$ cat config.mk
export PLATFORM = sky130hd
export DESIGN_NAME = barrel_multiplier_u2
export DESIGN_NICKNAME = d
export VERILOG_FILES = /design/src/rtl/barrel_multiplier_u2.sv
export SDC_FILE = /design/constraint.sdc
export NUM_CORES = 1
export LEC_CHECK = 0
export ABC_AREA = 1
export CORE_MARGIN = 3
export CORE_UTILIZATION = 40
export CTS_CLUSTER_DIAMETER = 50
export CTS_CLUSTER_SIZE = 12
export DETAILED_ROUTE_END_ITERATION = 16
export GPL_TIMING_DRIVEN = 0
export SYNTH_ARGS = -nofsm -noshare
export SYNTH_HDL_FRONTEND = slang
export SYNTH_SLANG_ARGS = --single-unit
$ cat constraint.sdc
create_clock -name clk -period 5.1 [get_ports clk]
set_clock_uncertainty 0.2 [all_clocks]
set_input_delay 1.02 -clock clk [delete_from_list [all_inputs] [get_ports clk]]
set_output_delay 1.02 -clock clk [all_outputs]
set_load 0.01 [all_outputs]
$ cat src/rtl/barrel_multiplier_u2.sv
// Pipelined signed multiply-by-2^shift_n (arithmetic left log-shifter) with
// per-result overflow flag, optional saturation, valid/ready flow control and a
// sticky overflow counter.
module barrel_multiplier_u2 #(
  parameter int unsigned WIDTH   = 8,
  parameter int unsigned SHIFT_W = $clog2(WIDTH),
  parameter bit          SAT     = 1'b1
) (
  input  logic               clk,
  input  logic               rst,
  input  logic               in_valid,
  output logic               in_ready,
  input  logic [WIDTH-1:0]   in_data,
  input  logic [SHIFT_W-1:0] shift_n,
  output logic               out_valid,
  input  logic               out_ready,
  output logic [WIDTH-1:0]   out_data,
  output logic               out_ovf,
  output logic [7:0]         ovf_count,
  input  logic               ovf_clr
);

  localparam int unsigned LAST = SHIFT_W - 1;
  localparam logic [WIDTH-1:0] MAX_POS = {1'b0, {(WIDTH-1){1'b1}}};
  localparam logic [WIDTH-1:0] MIN_NEG = {1'b1, {(WIDTH-1){1'b0}}};

  if (WIDTH < 4 || (WIDTH & (WIDTH - 1)) != 0) begin : g_bad_width
    $error("barrel_multiplier_u2: WIDTH must be a power of two and at least 4");
  end

  // Stage registers; shift and sign are only needed by the stages that follow.
  logic [WIDTH-1:0]   val_q  [SHIFT_W];
  logic [SHIFT_W-1:0] sh_q   [LAST];
  logic [LAST-1:0]    sign_q;
  logic [SHIFT_W-1:0] ovf_q;
  logic [SHIFT_W-1:0] vld_q;

  // Per-stage inputs and next values.
  logic [WIDTH-1:0]   src_val  [SHIFT_W];
  logic [SHIFT_W-1:0] src_sh   [SHIFT_W];
  logic [SHIFT_W-1:0] src_sign;
  logic [SHIFT_W-1:0] src_ovf;
  logic [SHIFT_W-1:0] src_vld;
  logic [WIDTH-1:0]   nxt_val  [SHIFT_W];
  logic [SHIFT_W-1:0] nxt_sh   [LAST];
  logic [LAST-1:0]    nxt_sign;
  logic [SHIFT_W-1:0] nxt_ovf;
  logic               en;

  assign en       = !vld_q[LAST] || out_ready;
  assign in_ready = en;

  assign src_val[0]  = in_data;
  assign src_sh[0]   = shift_n;
  assign src_sign[0] = in_data[WIDTH-1];
  assign src_ovf[0]  = 1'b0;
  assign src_vld[0]  = in_valid;

  for (genvar k = 1; k < SHIFT_W; k++) begin : g_src
    assign src_val[k]  = val_q[k-1];
    assign src_sh[k]   = sh_q[k-1];
    assign src_sign[k] = sign_q[k-1];
    assign src_ovf[k]  = ovf_q[k-1];
    assign src_vld[k]  = vld_q[k-1];
  end

  // Each stage consumes the LSB of the remaining shift amount.
  for (genvar k = 0; k < LAST; k++) begin : g_fwd
    assign nxt_sh[k]   = src_sh[k] >> 1;
    assign nxt_sign[k] = src_sign[k];
  end

  // Stage k shifts by 2^k; the top 2^k+1 bits must agree or the value overflows.
  always_comb begin
    logic [WIDTH-1:0] top;
    top     = '0;
    nxt_val = '{default: '0};
    nxt_ovf = '0;
    for (int k = 0; k < int'(SHIFT_W); k++) begin
      top        = WIDTH'($signed(src_val[k]) >>> (int'(WIDTH) - 1 - (1 << k)));
      nxt_ovf[k] = src_ovf[k] | (src_sh[k][0] & ~((top == '0) | (top == '1)));
      nxt_val[k] = src_sh[k][0] ? (src_val[k] << (1 << k)) : src_val[k];
      if (SAT && k == int'(LAST) && nxt_ovf[k]) begin
        nxt_val[k] = src_sign[k] ? MIN_NEG : MAX_POS;
      end
    end
  end

  always_ff @(posedge clk) begin
    if (rst) begin
      val_q  <= '{default: '0};
      sh_q   <= '{default: '0};
      sign_q <= '0;
      ovf_q  <= '0;
      vld_q  <= '0;
    end else if (en) begin
      val_q  <= nxt_val;
      sh_q   <= nxt_sh;
      sign_q <= nxt_sign;
      ovf_q  <= nxt_ovf;
      vld_q  <= src_vld;
    end
  end

  assign out_valid = vld_q[LAST];
  assign out_data  = val_q[LAST];
  assign out_ovf   = ovf_q[LAST];

  // Sticky count of delivered overflowed results; clear wins over increment.
  always_ff @(posedge clk) begin
    if (rst) begin
      ovf_count <= '0;
    end else if (ovf_clr) begin
      ovf_count <= '0;
    end else if (out_valid && out_ready && out_ovf && ovf_count != 8'hFF) begin
      ovf_count <= ovf_count + 8'd1;
    end
  end

endmodule
==> results of run 1 <==
-- metal layers --
| metal | part of all wire (%) | track usage [%] |
|---|---|---|
| met5 | 0 | 0 |
| met2 | 44 | 25.8 |
| met4 | 1.2 | 5.98 |
| met1 | 49 | 22.5 |
| met3 | 5.5 | 4.50 |
-- kinds of logic after synthesis --
group / Yosys count
and+or+nand+nor: 117
AOI/OAI and AO/OA: 62
DFF: 43
buffers and inverters: 42
xor gates and xnor gates: 4
muxes: 1
adders and majority gates: 1
-- layout by cell type, fill, tap and decap left out, types with 3 or more instances in the layout --
master           instances
nand2_1                 55
dfxtp_1                 43
clkdlybuf4s50_1         32
nand3_1                 28
o21ai_0                 27
inv_1                   26
a21oi_1                 21
nor2_1                  17
clkbuf_1                 9
a31oi_1                  9
or2_2                    7
buf_2                    6
clkbuf_8                 5
xnor2_1                  3
-- critical path, cell delays in order --
cell and delay, ps:
clkdlybuf4s50_1 480, nor2_1 60, inv_1 140, clkbuf_1 370, buf_2 320, clkdlybuf4s50_1 580
-- metrics by stage --
step                      instances  area [um^2]  hold slack [ps]
after global placement          367         2360              245
final                           375         2440              261
after floorplan                 270         1960              230
after detailed placement        367         2360              251
after CTS                       375         2440              264
after global routing            375         2440              285
-- state kept, by name (all words and copies together), names as in the netlist --
register   flops
nxt_sh         1
out_data       8
ovf_count      8
ovf_q          3
sh_q           2
sign_q         2
src_val       16
vld_q          3
-- cell type report --
class,count,area [um^2],area share (%)
Multi-Input combinational cell,185,923,37.8
Sequential cell,43,861,35.3
Timing Repair Buffer,32,320,13.1
Inverter,27,101,4.15
Tap cell,65,81.3,3.33
Clock buffer,7,76.3,3.13
Buffer,15,71.3,2.92
Clock inverter,1,5.00,0.205
-- power by group --
part / total, mW / switching, mW / leakage (nW) / internal (mW)
combinational: 0.102 / 0.0530 / 0.608 / 0.0490
sequential: 0.372 / 0.0139 / 0.353 / 0.358
clock: 0.210 / 0.114 / 0.0422 / 0.0962
total: 0.684 / 0.181 / 1.00 / 0.503
-- worst max path at each step --
stage,start,endpoint,depth (start not counted)
6_report,out_ready,in_ready,6
5_1_grt,out_ready,in_ready,6
2_1_floorplan,out_ready,in_ready,4
3_3_place_gp,out_ready,in_ready,6
3_5_place_dp,out_ready,in_ready,6
4_1_cts,out_ready,in_ready,6
==> impl_metrics.env, run 1 <==
export IMPL_cts_tree="done"
export IMPL_fmax_mhz=238
export IMPL_async_flop_share_pct=0
export IMPL_syn_nets=287
export IMPL_reg2reg_depth=9
export IMPL_cts_clk_slew_worst_paths_ps=80
export IMPL_synth_top_area_share_pct=44.0
export IMPL_path_max_fanout=10
export IMPL_synth_mux_area_share_pct=0.512
export IMPL_num_fill_cells=484
export IMPL_fin_total_pwr_uw=684
export IMPL_cts_hold_buffers=0
export IMPL_synth_area_mm2=0.00196
export IMPL_synth_xor_area_share_pct=1.79
export IMPL_wl_per_cell_um=12.0
export IMPL_timing_slew_headroom_pct=64.8
export IMPL_cts_sinks=43
export IMPL_cp_required_ps=3880
export IMPL_ir_drop_mv=0.109
export IMPL_setup_tns_ps=0
export IMPL_grt_pass1_wl_um=7860
export IMPL_syn_inst=270
export IMPL_num_rows=24
export IMPL_portBuffers=32
export IMPL_antenna_found_initial=0
export IMPL_cts_root_buf="clkbuf_8"
export IMPL_clock_latency_ps=300
export IMPL_fin_ws_ps=906
export IMPL_initial_core_util_pct=43.2
export IMPL_synth_top_area_cell="dfxtp_1"
export IMPL_critPathKind="primary input to output port"
export IMPL_ioPinCount=35
export IMPL_synth_edff_count=0
export IMPL_power_density_mw_per_mm2=280
export IMPL_gp_congestion=0.804
export IMPL_synth_simple_gate_area_share_pct=27.2
export IMPL_synth_fa_ha_area_share_pct=0.639
export IMPL_numCtsBuffers=5
export IMPL_htree_levels=2
export IMPL_synth_compound_area_share_pct=17.1
export IMPL_die_h_um=75.9
export IMPL_crit_arrival_ps=2970
export IMPL_cts_buffer_depth=2
export IMPL_synth_seq_area_share_pct=44.0
export IMPL_synth_seq_cells=43
export IMPL_grt_ovfl_total=0
export IMPL_status="finished, final reports clean"
export IMPL_die_x_um=75.9
export IMPL_worstReg2RegStart="ovf_count[0]"
export IMPL_fin_util_pct=53.8
export IMPL_avgSynthCellArea_um2=7.25
export IMPL_final_nets=326
export IMPL_insertedDiodeCount=0
export IMPL_worstHoldStart="vld_q[1]"
export IMPL_rsz0062_at_grt="false"
export IMPL_whs_path_depth=2
export IMPL_hpwlAfterDp_um=3310
export IMPL_routed_wl_um=4500
export IMPL_dr_pass1_iters=4
export IMPL_synthDistinctLibCells=30
export IMPL_cp_start_kind="primary input"
export IMPL_vias_per_cell=4.76
export IMPL_dr_first_iter_drc_count=96
export IMPL_worst_r2r_endpoint="ovf_count[0]"
export IMPL_worst_pin_slew_ps=527
export IMPL_slew_viol_final=0
export IMPL_yosys_warnings=0
export IMPL_place_ws_ps=884
export IMPL_drive_gt1_share_pct=9.35
export IMPL_synth_top_family_by_area="simple AND/OR/NAND/NOR gates"
export IMPL_hp_class="register to register"
export IMPL_die_area_mm2=0.00577
export IMPL_finalCriticalPeriod_ps=4190
export IMPL_synth_most_common_cell="nand2_1"
export IMPL_grt_usage_pct=16.7
export IMPL_setup_violations=0
export IMPL_min_period_over_period_pct=82.2
export IMPL_coreArea_mm2=0.00453
export IMPL_cp_end_kind="output port"
export IMPL_post_cts_setup_buffers=0
export IMPL_grt_max_degree=13
export IMPL_synth_ff_type="dfxtp_1"
export IMPL_vias=1786
export IMPL_reg2reg_slack_ps=3310
export IMPL_finalHoldViolations=0
export IMPL_grt_pass1_vias=1677
export IMPL_ys_top_cells_by_area="dfxtp_1 (44%), nand2_1 (11%), nand3_1 (7.2%)"
export IMPL_drcViolationCount=0
export IMPL_ys_top_cells_by_count="nand2_1 (55), dfxtp_1 (43), nand3_1 (28), o21ai_0 (27), inv_1 (26)"
export IMPL_cts_resized=0
export IMPL_area_growth_pct=24.7
export IMPL_drv_cap=0
export IMPL_hold_end="vld_q[1]"
export IMPL_antenna_left=0
export IMPL_leakagePower_nw=1.00
No activity file was read; power rests on OpenSTA's default activity.
==> run 2, diff against run 1 <==
--- a/config.mk
+++ b/config.mk
@@ -12,6 +12,7 @@
 export CTS_CLUSTER_SIZE = 12
 export DETAILED_ROUTE_END_ITERATION = 16
 export GPL_TIMING_DRIVEN = 0
+export PLACE_DENSITY = 0.66
 export SYNTH_ARGS = -nofsm -noshare
 export SYNTH_HDL_FRONTEND = slang
 export SYNTH_SLANG_ARGS = --single-unit
==> constraint.sdc (replaced) <==
create_clock -name clk -period 3.45 [get_ports clk]
set_clock_uncertainty 0.2 [all_clocks]
set_input_delay 0.69 -clock clk [delete_from_list [all_inputs] [get_ports clk]]
set_output_delay 0.69 -clock clk [all_outputs]
set_load 0.01 [all_outputs]
==> run 2 against run 1 <==
Sequential share of layout area is 0.22 points lower. Combinational power is 47% higher. Non-clock buffer count is 1 lower. First-iteration DRC count is 23% lower. Critical path depth is 1 lower. Worst hold slack better by 1.9 ps.
==> impl_metrics.env, run 2 (synthesized netlist as in run 1, its figures left out) <==
export IMPL_num_rows=24
export IMPL_wl_per_cell_um=11.5
export IMPL_drive_gt1_share_pct=9.71
export IMPL_cp_end_kind="output port"
export IMPL_power_density_mw_per_mm2=428
export IMPL_final_nets=325
export IMPL_grt_ovfl_total=0
export IMPL_die_area_mm2=0.00577
export IMPL_gp_congestion=0.805
export IMPL_leakagePower_nw=1.01
export IMPL_crit_arrival_ps=2390
export IMPL_placed_cells=367
export IMPL_cp_required_ps=2560
export IMPL_grt_pass1_vias=1697
export IMPL_vias_per_cell=4.86
export IMPL_finalHoldViolations=0
export IMPL_place_ws_ps=-90.4
export IMPL_cp_start_kind="primary input"
export IMPL_fin_ws_ps=166
export IMPL_timing_slew_headroom_pct=68.0
export IMPL_num_fill_cells=480
export IMPL_drcViolationCount=0
export IMPL_antenna_left=0
export IMPL_vias=1818
export IMPL_grt_max_degree=16
export IMPL_finalCriticalPeriod_ps=3280
export IMPL_clock_latency_ps=290
export IMPL_ir_drop_mv=0.237
export IMPL_slowest_stage="clkdlybuf4s50_1"
export IMPL_cts_sinks=43
export IMPL_post_cts_setup_buffers=0
export IMPL_portBuffers=32
export IMPL_cts_resized=0
export IMPL_routed_wl_um=4290
export IMPL_initial_core_util_pct=43.2
export IMPL_dr_first_iter_drc_count=74
export IMPL_htree_levels=2
export IMPL_cts_clk_slew_worst_paths_ps=80
export IMPL_worst_pin_slew_ps=480
export IMPL_cts_hold_buffers=0
export IMPL_rsz0062_at_grt="false"
export IMPL_coreArea_mm2=0.00453
export IMPL_setup_violations=0
export IMPL_slew_viol_final=0
export IMPL_grt_pass1_wl_um=7520
export IMPL_area_growth_pct=25.4
export IMPL_stdcell_count=374
export IMPL_path_common_cell="clkdlybuf4s50_1"
export IMPL_min_period_over_period_pct=95.2
export IMPL_cts_root_buf="clkbuf_8"
export IMPL_dr_pass1_iters=4
export IMPL_die_h_um=75.9
export IMPL_largest_register_ff_count=16
export IMPL_critPathKind="primary input to output port"
export IMPL_path_buf_inv=4
export IMPL_status="finished, final reports clean"
export IMPL_die_x_um=75.9
export IMPL_antenna_found_initial=0
export IMPL_grt_usage_pct=15.5
export IMPL_drv_cap=0
export IMPL_crit_family="buffers and inverters"
export IMPL_path_max_fanout=15
export IMPL_fmax_mhz=305
export IMPL_layout_common_cells="nand2_1 (55), dfxtp_1 (43), clkdlybuf4s50_1 (32), nand3_1 (28), o21ai_0 (27)"
export IMPL_reg2reg_slack_ps=1650
export IMPL_hpwlAfterDp_um=3230
export IMPL_cts_buffer_depth=2
export IMPL_cts_tree="done"
export IMPL_setup_tns_ps=0
export IMPL_slowest_delay_ps=570
export IMPL_final_common_cell="nand2_1"
export IMPL_hp_class="register to register"
export IMPL_numCtsBuffers=5
export IMPL_worstPathCellList="clkdlybuf4s50_1 > nor2_1 > inv_1 > buf_2 > clkdlybuf4s50_1"
export IMPL_ioPinCount=35
export IMPL_insertedDiodeCount=0
## run 2: cell types whose count changed in the layout (fill, tap and decap cells not counted)
| cell | previous run | this run |
|---|---|---|
| clkinv_2 | 1 | 0 |
| clkbuf_8 | 5 | 7 |
| clkbuf_1 | 9 | 7 |
## run 2: worst register-to-register path, delay by kind of cell, from the launching register on
kind | cells | cell delay [ps]
and+or+nand+nor | 4 | 490
DFF | 1 | 420
adders and majority gates | 1 | 240
buffers and inverters | 2 | 180
AOI/OAI and AO/OA | 2 | 170
## run 2: worst paths after layout
| path | startpoint | endpoint | depth (start not counted) |
|---|---|---|---|
| min | vld_q[1] | vld_q[1] | 2 |
| min reg2reg | vld_q[1] | vld_q[1] | 2 |
| max reg2reg | ovf_count[0] | ovf_count[0] | 9 |
| max | out_ready | in_ready | 5 |
## run 2: cell type report
cell class / count / area, um^2 / share of cell area [%]
multi-input cells: 185 / 923 / 37.6
plain buffers: 14 / 67.6 / 2.75
clock buffers: 8 / 100 / 4.08
flip-flops and latches: 43 / 861 / 35.1
well taps: 65 / 81.3 / 3.31
repair buffers: 32 / 320 / 13.0
inverters: 27 / 101 / 4.13
## run 2: layer usage
layer	wire (um)	track usage [%]
met4	27	4.71
met3	175	4.27
met5	0	0
met2	1960	25.5
met1	2130	19.7
## run 2: power breakdown
| part | leakage (nW) | switching (mW) | internal [mW] |
|---|---|---|---|
| sequential | 0.353 | 0.0205 | 0.529 |
| combinational | 0.607 | 0.0781 | 0.0724 |
| clock | 0.0515 | 0.168 | 0.183 |
| total | 1.01 | 0.266 | 0.784 |
## run 2: metrics by stage
step | instance area [um^2] | total power, mW | hold slack, ps | utilization (%)
2_1_floorplan | 1960 | 0.647 | 230 | -
3_3_place_gp | 2360 | 0.710 | 244 | 52.0
3_5_place_dp | 2360 | 0.713 | 252 | 52.0
4_1_cts | 2450 | 1.06 | 264 | 54.1
5_1_grt | 2450 | 1.11 | 295 | 54.1
6_report | 2450 | 1.05 | 263 | 54.1
==> run 3, diff against run 2 <==
--- a/config.mk
+++ b/config.mk
@@ -9,7 +9,6 @@
 export CORE_MARGIN = 3
 export CORE_UTILIZATION = 40
 export CTS_CLUSTER_DIAMETER = 50
-export CTS_CLUSTER_SIZE = 12
 export DETAILED_ROUTE_END_ITERATION = 16
 export GPL_TIMING_DRIVEN = 0
 export PLACE_DENSITY = 0.66
==> results of run 3 <==
No change in the layout: final DEF, timing and power equal those of run 2.
